File: src/rtl/sync_fifo_pkg.sv
// Shared constants, typedefs and flag helper for sync_fifo_v2.
package sync_fifo_pkg;

  localparam int unsigned DEFAULT_ADDRWIDTH = 5;
  localparam int unsigned DEFAULT_DATAWIDTH = 16;

  typedef logic [DEFAULT_ADDRWIDTH:0]   ptr_t;
  typedef logic [DEFAULT_ADDRWIDTH:0]   count_t;
  typedef logic [DEFAULT_DATAWIDTH-1:0] word_t;

  typedef struct packed {
    logic empty;
    logic full;
    logic almost_empty;
    logic almost_full;
  } fifo_flags_t;

  function automatic fifo_flags_t calc_flags(input int unsigned count,
                                             input int unsigned depth,
                                             input int unsigned afull_thresh,
                                             input int unsigned aempty_thresh);
    fifo_flags_t f;
    f.empty        = (count == 0);
    f.full         = (count == depth);
    f.almost_empty = (count <= aempty_thresh);
    f.almost_full  = (count >= afull_thresh);
    return f;
  endfunction

endpackage

File: src/rtl/fifo_mem_2p.sv
// Two-port storage: one write port, one registered read port. Only the read
// register is reset; the array itself is never cleared.
module fifo_mem_2p
  import sync_fifo_pkg::*;
#(
  parameter int unsigned AddrWidth = DEFAULT_ADDRWIDTH,
  parameter int unsigned DataWidth = DEFAULT_DATAWIDTH
) (
  input  logic                 clk,
  input  logic                 reset,
  input  logic                 wr_en,
  input  logic [AddrWidth-1:0] wr_addr,
  input  logic [DataWidth-1:0] wr_data,
  input  logic                 rd_en,
  input  logic [AddrWidth-1:0] rd_addr,
  output logic [DataWidth-1:0] rd_data
);

  logic [DataWidth-1:0] mem_q [2**AddrWidth];

  always_ff @(posedge clk) begin
    if (wr_en) begin
      mem_q[wr_addr] <= wr_data;
    end
  end

  // Holds the last popped word when no read is accepted.
  always_ff @(posedge clk) begin
    if (reset) begin
      rd_data <= '0;
    end else if (rd_en) begin
      rd_data <= mem_q[rd_addr];
    end
  end

endmodule

File: src/rtl/sync_fifo_v2.sv
// Synchronous FIFO with registered status flags and one-cycle read latency.
// Define SYNC_FIFO_V2_ERR_FLAGS_EN to add sticky overflow/underflow outputs.
module sync_fifo_v2
  import sync_fifo_pkg::*;
#(
  parameter int unsigned ADDRWIDTH     = DEFAULT_ADDRWIDTH,
  parameter int unsigned DATAWIDTH     = DEFAULT_DATAWIDTH,
  parameter int unsigned AFULL_THRESH  = (1 << ADDRWIDTH) - 4,
  parameter int unsigned AEMPTY_THRESH = 4
) (
  input  logic                 clk,
  input  logic                 reset,
  input  logic                 WrEn,
  input  logic [DATAWIDTH-1:0] WriteData,
  input  logic                 RdEn,
  output logic [DATAWIDTH-1:0] ReadData,
  output logic                 ReadValid,
  output logic                 empty,
  output logic                 full,
  output logic                 almostEmpty,
  output logic                 almostFull,
  output logic [ADDRWIDTH:0]   fillCount
`ifdef SYNC_FIFO_V2_ERR_FLAGS_EN
  ,
  output logic                 overflow,
  output logic                 underflow
`endif
);

  localparam int unsigned DEPTH = 1 << ADDRWIDTH;

  if (!((AEMPTY_THRESH < AFULL_THRESH) && (AFULL_THRESH <= DEPTH))) begin : g_thresh_check
    $fatal(1, "sync_fifo_v2: need AEMPTY_THRESH < AFULL_THRESH <= DEPTH");
  end

  logic [ADDRWIDTH:0] wptr_q, wptr_d;
  logic [ADDRWIDTH:0] rptr_q, rptr_d;
  logic [ADDRWIDTH:0] count_q, count_d;
  fifo_flags_t        flags_q, flags_d;
  logic               valid_q;
  logic               wr_accept, rd_accept;

  always_comb begin
    wr_accept = WrEn & ~flags_q.full;
    rd_accept = RdEn & ~flags_q.empty;
    wptr_d    = wptr_q + {{ADDRWIDTH{1'b0}}, wr_accept};
    rptr_d    = rptr_q + {{ADDRWIDTH{1'b0}}, rd_accept};
    // Modular difference stays correct across pointer wrap.
    count_d   = wptr_d - rptr_d;
    flags_d   = calc_flags(32'(count_d), DEPTH, AFULL_THRESH, AEMPTY_THRESH);
  end

  always_ff @(posedge clk) begin
    if (reset) begin
      wptr_q  <= '0;
      rptr_q  <= '0;
      count_q <= '0;
      flags_q <= calc_flags(0, DEPTH, AFULL_THRESH, AEMPTY_THRESH);
      valid_q <= 1'b0;
    end else begin
      wptr_q  <= wptr_d;
      rptr_q  <= rptr_d;
      count_q <= count_d;
      flags_q <= flags_d;
      valid_q <= rd_accept;
    end
  end

  fifo_mem_2p #(
    .AddrWidth(ADDRWIDTH),
    .DataWidth(DATAWIDTH)
  ) u_mem (
    .clk    (clk),
    .reset  (reset),
    .wr_en  (wr_accept & ~reset),
    .wr_addr(wptr_q[ADDRWIDTH-1:0]),
    .wr_data(WriteData),
    .rd_en  (rd_accept),
    .rd_addr(rptr_q[ADDRWIDTH-1:0]),
    .rd_data(ReadData)
  );

  assign ReadValid   = valid_q;
  assign fillCount   = count_q;
  assign empty       = flags_q.empty;
  assign full        = flags_q.full;
  assign almostEmpty = flags_q.almost_empty;
  assign almostFull  = flags_q.almost_full;

`ifdef SYNC_FIFO_V2_ERR_FLAGS_EN
  logic overflow_q, underflow_q;

  always_ff @(posedge clk) begin
    if (reset) begin
      overflow_q  <= 1'b0;
      underflow_q <= 1'b0;
    end else begin
      overflow_q  <= overflow_q | (WrEn & flags_q.full);
      underflow_q <= underflow_q | (RdEn & flags_q.empty);
    end
  end

  assign overflow  = overflow_q;
  assign underflow = underflow_q;
`endif

endmodule

File: config.mk
export PLATFORM = sky130hd
export DESIGN_NAME = sync_fifo_v2
export DESIGN_NICKNAME = d
export VERILOG_FILES = /design/src/rtl/sync_fifo_pkg.sv /design/src/rtl/fifo_mem_2p.sv /design/src/rtl/sync_fifo_v2.sv
export SDC_FILE = /design/constraint.sdc
export NUM_CORES = 1
export LEC_CHECK = 0
export BUFFER_PORTS_ARGS = -buffer_cell sky130_fd_sc_hd__buf_2
export CAP_MARGIN = 20
export CORE_MARGIN = 3
export CORE_UTILIZATION = 65
export CTS_BUF_LIST = sky130_fd_sc_hd__clkbuf_4 sky130_fd_sc_hd__clkbuf_8
export CTS_CLUSTER_SIZE = 30
export DETAILED_ROUTE_END_ITERATION = 8
export HOLD_SLACK_MARGIN = 0.03
export PLACE_DENSITY = 0.9
export SLEW_MARGIN = 10
export SYNTH_ARGS = -nofsm -noshare
export SYNTH_HDL_FRONTEND = slang
export SYNTH_SLANG_ARGS = --single-unit
File: constraint.sdc
create_clock -name clk -period 6.95 [get_ports clk]
set_clock_uncertainty 0.2 [all_clocks]
set_input_delay 0.3475 -clock clk [delete_from_list [all_inputs] [get_ports clk]]
set_output_delay 0.3475 -clock clk [all_outputs]
set_load 0.02 [all_outputs]
==> impl_metrics.py <==
metrics = {
    "placement": {
        "dp_hpwl_um": 27100,
        "portBuffers": 46,
        "finalWeightedCongestion": 0.858,
        "place_area_um2": 22100,
        "place_ws_ns": 3.45,
    },
    "clock_network": {
        "cts.clk_slew.worst_paths_ns": 0.06,
        "root_buffer": "clkbuf_8",
        "cts_resized": 0,
        "numCtsBuffers": 82,
        "holdBufCountCts": 2,
        "cts_tree": "built",
        "clock-sinks": 551,
        "clock_latency_ns": 0.59,
        "post_cts_buffers": 0,
        "cts-htree-levels": 3,
        "clockBufferDepth": 3,
    },
    "floorplan": {
        "core-area_um2": 32000,
        "io_pins": 47,
        "die_y_um": 187,
        "die_w_um": 187,
        "row_count": 65,
        "initial_core_util": 0.667,
        "dieArea_um2": 35000,
    },
    "power": {
        "irDropWorstVdd_mv": 0.199,
        "intPower_mw": 5.43,
        "p_comb_frac": 0.100,
        "power_switching_mw": 1.61,
        "switching_share": 0.228,
        "power_frac_seq": 0.532,
        "p_clk_frac": 0.368,
        "powerDensity_nw_per_um2": 295,
        "leakage_nw": 7.61,
    },
    "worst_setup_path": {
        "crit_required_ns": 7.21,
        "reg2reg_depth": 9,
        "r2r_end": "almostEmpty$_SDFF_PP1_",
        "critPathSlowestCell": "and2_1",
        "max_stage_delay_ns": 0.80,
        "r2r_slack_ns": 3.39,
        "path_cells": "buf_4 > and2_1 > nand2_1 > xor2_1 > ha_1 > nand2b_1 > mux2i_1 > or2_1 > o41ai_1",
        "end_kind": "flip-flop",
        "r2r-start": "rptr_q[3]$_SDFF_PP0_",
        "crit_fanout": 20,
        "worst_setup_path_start_kind": "flip-flop",
        "arrival_ns": 3.83,
        "crit_type": "reg -> reg",
    },
    "timing": {
        "period_needed_ns": 3.56,
        "finalSetupTns_ns": 0,
        "period_share": 0.512,
        "rsz0062_at_grt": "false",
        "hold_slack_ns": 0.0597,
        "final.setup.worst_slack_ns": 3.39,
        "setup_viol": 0,
        "hold_violations": 0,
        "relSlewSlack": 0.346,
        "finalMaxSlewViolations": 0,
        "worstMarginPinSlew_ns": 0.977,
        "max_freq_ghz": 0.281,
    },
    "synth": {
        "synth-adder-area-share": 0.00669,
        "synth.area.top_cells": "edfxtp_1, mux4_2, dfxtp_1",
        "syn_avg_cell_area_um2": 21.2,
        "yosysTopAreaCellShare": 0.722,
        "syn_nets": 1033,
        "synth-async-reset-ratio": 0,
        "synth-edff-count": 512,
        "syn_area_um2": 21300,
        "synth_top_family_by_area": "multiplexers",
        "ys_types": 57,
        "synth-compound-area-share": 0.0358,
        "synth_cells": 1003,
        "yosysWarnings": 0,
        "ys_seq_area_frac": 0.758,
        "synth-simple-area-share": 0.0271,
        "synth_xor_area_frac": 0.00446,
        "synthMuxAreaShare": 0.153,
        "ys.flop_type": "edfxtp_1",
        "yosysTopAreaCell": "edfxtp_1",
        "yosys_register_bits": 551,
    },
    "min_path": {
        "min_from": "WriteData[5]",
        "whs_path_depth": 1,
        "hold_path_class": "in -> reg",
        "whs_endpoint": "u_mem.mem_q[17][5]$_DFFE_PP_",
    },
    "routing": {
        "via_per_inst": 6.76,
        "wirelength_um": 46200,
        "wl_per_cell_um": 28.4,
        "drtIter0Drc": 1570,
        "num_vias": 10992,
        "antenna_left": 0,
        "dr.pass1.iters": 5,
        "drcViolationCount": 0,
    },
    "grt": {
        "grt_antenna_before_repair": 0,
        "grt_pass1_vias": 11440,
        "grt_use_total": 0.269,
        "grt_pass1_wl_um": 69700,
        "overflow": 0,
        "grt_max_degree": 93,
    },
    "finish": {
        "antenna_cells": 0,
        "drive_above_1_share": 0.319,
        "mostFrequentLayoutCell": "edfxtp_1",
        "final_cell_mix": "edfxtp_1, mux4_2, clkbuf_8",
        "nets": 1155,
        "area_growth_pct": 11.8,
        "final_area_um2": 23800,
    },
    "run": {
        "drv_cap": 0,
    },
    "run_status": {
        "status": "completed",
    },
}
## worst max-delay path, delay by kind of cell (launching register included)
| family | cells | cell delay, ns |
|---|---|---|
| adder cells (fa/ha/maj) | 1 | 0.40 |
| flip-flops | 1 | 0.34 |
| buffers and inverters | 1 | 0.43 |
| XOR/XNOR | 1 | 0.21 |
| AND/OR/NAND/NOR | 4 | 1.39 |
| AO/OA/AOI/OAI | 1 | 0.39 |
| multiplexers | 1 | 0.09 |
## layout make-up
type,instances,area [um2]
Clock buffer,124,1540
Clock inverter,25,119
Fill cell,1625,8140
Inverter,6,22.5
Multi-Input combinational cell,395,4840
Sequential cell,551,16200
Tap cell,435,544
Timing Repair Buffer,89,591
## sequential cells by signal, indices dropped and copies added, names as in the netlist
| register | cells |
|---|---|
| u_mem.mem_q | 512 |
| u_mem.rd_data | 16 |
| fillCount | 6 |
| rptr_q | 6 |
| wptr_q | 6 |
| ReadValid | 1 |
| almostEmpty | 1 |
| almostFull | 1 |
| empty | 1 |
| full | 1 |
## routing by layer
| metal | GRT usage | part of all wire |
|---|---|---|
| met5 | 0 | 0 |
| met4 | 0.118 | 0.042 |
| met3 | 0.0525 | 0.10 |
| met2 | 0.419 | 0.49 |
| met1 | 0.381 | 0.37 |
## Yosys cell counts, drive strengths merged (4+ instances only)
cell      n
or3       6
clkbuf   17
buf      34
inv       5
a22oi    33
and2      5
nor2b     7
ha        9
a21oi    39
nor2     46
xnor2     7
mux4    144
nand3     7
edfxtp  512
dfxtp    39
nand2    26
o21ai     4
o311ai   16
nand2b    5
## logic make-up after synthesis
logic type                 after synthesis
muxes                                  146
xor gates and xnor gates                10
DFF                                    551
adders and majority gates               11
buffers and inverters                   57
AOI/OAI and AO/OA                      111
and+or+nand+nor                        117
## through the flow
stage           util  cells  total power, mW
2_1_floorplan      -   1003             4.32
3_3_place_gp   0.692   1473             4.49
3_5_place_dp   0.692   1473             4.52
4_1_cts        0.745   1624             7.08
5_1_grt        0.745   1625             7.27
6_report       0.745   1625             7.03
## how the worst max path moves through the flow
stage                                    start                             end  slack [ns]  cells past startpoint
after detailed placement  rptr_q[0]$_SDFF_PP0_          almostEmpty$_SDFF_PP1_        3.45                      9
after floorplan           rptr_q[3]$_SDFF_PP0_                 full$_SDFF_PP0_        4.01                     10
after CTS                 rptr_q[0]$_SDFF_PP0_          almostEmpty$_SDFF_PP1_        3.40                      9
after global placement    rptr_q[1]$_SDFF_PP0_  u_mem.rd_data[10]$_SDFFE_PP0N_        3.53                      5
after global routing      rptr_q[0]$_SDFF_PP0_          almostEmpty$_SDFF_PP1_        3.20                      9
final                     rptr_q[3]$_SDFF_PP0_          almostEmpty$_SDFF_PP1_        3.39                      9
## power groups by stage
stage	sequential [mW]	combinational [mW]	clock (mW)
2_1_floorplan	3.80	0.515	0
4_1_cts	3.75	0.704	2.62
5_1_grt	3.75	0.750	2.77
3_3_place_gp	3.81	0.675	0
6_report	3.75	0.700	2.59
3_5_place_dp	3.82	0.700	0
No activity file was read; power rests on OpenSTA's default activity.
